--- config.mk ---
export PLATFORM = sky130hd
export DESIGN_NAME = wdog_win_timer
export DESIGN_NICKNAME = d
export VERILOG_FILES = /design/src/rtl/wdog_win_timer.sv
export SDC_FILE = /design/constraint.sdc
export NUM_CORES = 1
export LEC_CHECK = 0
export BUFFER_PORTS_ARGS = -buffer_cell sky130_fd_sc_hd__clkbuf_2
export CAP_MARGIN = 30
export CORE_ASPECT_RATIO = 1.5
export CORE_MARGIN = 4
export CORE_UTILIZATION = 56
export CTS_BUF_LIST = sky130_fd_sc_hd__clkbuf_16
export DETAILED_ROUTE_END_ITERATION = 8
export PLACE_DENSITY_LB_ADDON = 0.15
export REMOVE_ABC_BUFFERS = 1
export SLEW_MARGIN = 25
export SYNTH_ARGS = -nofsm -noshare
export SYNTH_HDL_FRONTEND = slang
export SYNTH_SLANG_ARGS = --single-unit
--- constraint.sdc ---
create_clock -name fclk -period 3.34 [get_ports fclk]
set_clock_uncertainty 0.1 [all_clocks]
set_input_delay 0 -clock fclk [delete_from_list [all_inputs] [get_ports fclk]]
set_output_delay 0 -clock fclk [all_outputs]
set_load 0.02 [all_outputs]
--- src/rtl/wdog_win_timer.sv ---
// Two-stage windowed watchdog: the first timeout raises an interrupt, the second
// requests a system reset. A prescaler sets the count rate, and an optional window rejects early feeds.
module wdog_win_timer #(
    parameter int WDOG_CNT = 16,
    parameter int PRE_DIV  = 1
) (
    input  logic                fclk,
    input  logic                sys_rst,
    input  logic                wdog_act,
    input  logic                wdog_reload,
    input  logic [WDOG_CNT-1:0] wdog_load_val,
    input  logic                wdog_win_en,
    input  logic [WDOG_CNT-1:0] wdog_win_val,
    output logic [WDOG_CNT-1:0] wdog_timer_cnt,
    output logic [1:0]          wdog_state,
    output logic                wdog_irq,
    output logic                wdog_rst_req,
    output logic                wdog_win_err
);
    localparam int PRE_W = (PRE_DIV > 1) ? $clog2(PRE_DIV) : 1;
    localparam logic [PRE_W-1:0] PRE_LAST = PRE_W'(PRE_DIV - 1);

    typedef enum logic [1:0] {
        IDLE    = 2'd0,
        RUN     = 2'd1,
        IRQ     = 2'd2,
        EXPIRED = 2'd3
    } state_t;

    state_t              state_q;
    logic [WDOG_CNT-1:0] cnt_q;
    logic [PRE_W-1:0]    pre_q;
    logic                irq_q;
    logic                rst_req_q;
    logic                win_err_q;
    logic                tick;
    logic                win_bad;

    assign tick    = (pre_q == PRE_LAST);
    // The window check uses the registered count of the cycle in which the feed is sampled.
    assign win_bad = wdog_win_en && (cnt_q > wdog_win_val);

    always_ff @(posedge fclk or posedge sys_rst) begin
        if (sys_rst) begin
            state_q   <= IDLE;
            cnt_q     <= '0;
            pre_q     <= '0;
            irq_q     <= 1'b0;
            rst_req_q <= 1'b0;
            win_err_q <= 1'b0;
        end else begin
            win_err_q <= 1'b0;
            case (state_q)
                IDLE: begin
                    pre_q <= '0;
                    if (wdog_act) begin
                        cnt_q   <= wdog_load_val;
                        state_q <= RUN;
                    end else begin
                        cnt_q <= '0;
                    end
                end
                RUN, IRQ: begin
                    if (!wdog_act) begin
                        state_q <= IDLE;
                        cnt_q   <= '0;
                        pre_q   <= '0;
                        irq_q   <= 1'b0;
                    end else if (wdog_reload) begin
                        pre_q <= '0;
                        irq_q <= 1'b0;
                        if (win_bad) begin
                            state_q   <= EXPIRED;
                            cnt_q     <= '0;
                            rst_req_q <= 1'b1;
                            win_err_q <= 1'b1;
                        end else begin
                            state_q <= RUN;
                            cnt_q   <= wdog_load_val;
                        end
                    end else if (tick) begin
                        pre_q <= '0;
                        if (cnt_q != '0) begin
                            cnt_q <= cnt_q - 1'b1;
                        end else if (state_q == RUN) begin
                            state_q <= IRQ;
                            cnt_q   <= wdog_load_val;
                            irq_q   <= 1'b1;
                        end else begin
                            state_q   <= EXPIRED;
                            cnt_q     <= '0;
                            irq_q     <= 1'b0;
                            rst_req_q <= 1'b1;
                        end
                    end else begin
                        pre_q <= pre_q + PRE_W'(1);
                    end
                end
                default: begin
                    // Terminal until sys_rst.
                    cnt_q     <= '0;
                    pre_q     <= '0;
                    irq_q     <= 1'b0;
                    rst_req_q <= 1'b1;
                end
            endcase
        end
    end

    assign wdog_timer_cnt = cnt_q;
    assign wdog_state     = state_q;
    assign wdog_irq       = irq_q;
    assign wdog_rst_req   = rst_req_q;
    assign wdog_win_err   = win_err_q;
endmodule

==> reports/metrics.yaml <==
floorplanning:
  dieArea_um2: 4380
  design.portCount: 58
  core_area_um2: 3190
  die_w_um: 55.4
  die_h_um: 79.0
  start_util_pct: 59.1
  rows: 25
drt:
  vias_per_cell: 6.04
  drtAntennaViolNets: 0
  totalWireLength_um: 5550
  route.detailed.drc: 0
  wire_per_inst_um: 16.0
  dr.pass1.iters: 4
  dr_total_vias: 2095
  drtIter0Drc: 108
run:
  max_cap_violations: 0
grt:
  grt_max_degree: 22
  grt_pass1_vias: 2041
  grt-ovfl-total: 0
  grt_first_pass_wirelength_um: 9300
  track_usage_pct: 26.6
  antenna_found_initial: 0
worst_setup_path:
  arrival_ps: 2760
  required_ps: 3410
  start_kind: "flip-flop"
  end_kind: "flip-flop"
  cp_max_fo: 8
  crit_type: "flip-flop to flip-flop"
sta:
  fin_crit_sh_pct: 80.8
  fin_crit_ps: 2700
  hold_violations: 0
  fin_tns_setup_ps: 0
  setup_viol: 0
  fmax_ghz: 0.371
  drv_slew: 0
  rsz0062_at_grt: "no"
  relSlewSlack_pct: 45.9
  tightestPinTransition_ps: 810
placement:
  place.gp.congestion: 0.847
  dpl_cell_area_um2: 2210
  dp.final_hpwl_um: 4100
  place_inst: 326
  io_buffers: 57
cells_and_area:
  instances_no_fill: 347
  area_growth_pct: 30.7
  nNetsFinal: 366
  drive_gt1_share_pct: 22.5
  final_area_um2: 2460
  insertedDiodeCount: 0
cts:
  cts_max_level: 1
  clk_latency_ps: 260
  clock-root-buffer: "clkbuf_16"
  tritoncts: "yes"
  cts_made_buffers: 3
  clock_sinks: 21
  clk_pin_slew_ps: 50
  max-clock-path-buffers: 2
power:
  p_per_area_nw_per_um2: 849
  power.leakage_nw: 1.32
  finalPower_mw: 2.09
  ir_worst_vdd_mv: 0.711
synth:
  ys.flop_type: "dfrtp_1"
  synth_cells: 232
  ys_types: 44
  seq_area_frac_synth_pct: 27.9
  yosys.area.top_type_share_pct: 27.9
  synth_edf_count: 0
  synth.area.top_cells: "dfrtp_1 28%, ha_1 14%, a21oi_1 6.4%"
  syn_area_per_cell_um2: 8.12
  ys_ff_latch: 21
  ys_top_cells_by_count: "25 x nand2_1, 24 x a21oi_1, 23 x inv_1"
  synth_warnings: 0
  syn-cell-area_um2: 1880
  yosysTopAreaCell: "dfrtp_1"
  yosysMostFrequentCell: "nand2_1"
  synth-async-reset-ratio_pct: 100
status:
  run_status: "completed"
worst_hold_path:
  hold_path_class: "input port to flip-flop"
## metal layers
layer	part of all wire (%)	up-vias	track usage, %
met5	0	-	0
met4	5.0	0	15.8
met3	7.0	25	4.39
met2	50	105	46.3
met1	38	966	30.2
li1	-	999	-
## timing repair
action / in CTS / in global routing
buffers inserted: 0 / 0
hold endpoints to repair: 37 / 0
gates resized for setup: 0 / 0
hold buffers: 17 / 0
## stage by stage
stage / utilization (%) / setup WS (ps) / hold slack, ps
floorplan: - / 982 / -123
CTS: 77.2 / 702 / 2.47
detailed placement: 69.4 / 761 / 78.4
finish: 77.2 / 642 / 2.69
global placement: 69.4 / 835 / 70.0
global route: 77.2 / 474 / 14.9
## flip-flops by register name, summed over array words and instances (netlist names)
| signal | cells |
|---|---|
| wdog_rst_req | 1 |
| wdog_win_err | 1 |
| wdog_state | 2 |
| wdog_irq | 1 |
| wdog_timer_cnt | 16 |
## where the power goes
part	switching, mW	leakage, nW	internal, mW
Clock	0.0898	0.0423	0.160
Combinational	0.810	1.00	0.506
Sequential	0.180	0.272	0.345
Total	1.08	1.32	1.01
## final timing paths
path	slack [ps]	startpoint	depth (start not counted)	end
setup / recovery	640	wdog_timer_cnt[6]	7	wdog_timer_cnt[4]
min in group asynchronous	330	sys_rst	3	wdog_timer_cnt[14]
hold reg to reg	370	wdog_rst_req	1	wdog_rst_req
max in group asynchronous	2300	sys_rst	3	wdog_timer_cnt[0]
hold / removal	3	wdog_act	2	wdog_win_err
setup reg to reg	640	wdog_timer_cnt[6]	7	wdog_timer_cnt[4]
## layout by cell type (no fill, tap or decap), drive strengths merged, types with 3 or more instances in the layout
master and n:
clkbuf 60, nand2 25, inv 24, a21oi 24, ha 21, dfrtp 21, dlygate4sd3 17, o21ai 16
a21o 14, nor2 12, nand4 8, nand3 7, nor3 5, a31oi 4, or3 3, nor2b 3
o211ai 3, xor2 3, o2bb2ai 3, a2111oi 3, buf 3, nor4 3
## kinds of logic (layout without fill, tap and decap cells)
| logic type | Yosys count | count (layout) | synth area share, % |
|---|---|---|---|
| adder cells (fa/ha/maj) | 21 | 21 | 13.9 |
| multiplexers | 1 | 1 | 0.531 |
| AND/OR/NAND/NOR | 78 | 78 | 22.4 |
| AO/OA/AOI/OAI | 77 | 77 | 26.8 |
| XOR/XNOR | 5 | 5 | 2.32 |
| buffers and inverters | 29 | 104 | 6.04 |
| flip-flops | 21 | 21 | 27.9 |
## worst max-delay path: stages (launching register included)
cell and delay (ps):
dfrtp_1 480, ha_1 350, and3_1 170, nand2_1 70, o41ai_1 650, a311oi_1 150, o21ai_0 420, o2bb2ai_1 190
## area by class of cell
cell class              instances  area, um2
multi-input cells             182       1240
fillers                       257        727
flip-flops and latches         21        526
repair buffers                 77        478
inverters                      23       86.3
clock buffers                   3       75.1
well taps                      40       50.0
clock inverters                 1       3.75
Note: power is estimated with default switching activity, not from simulation.
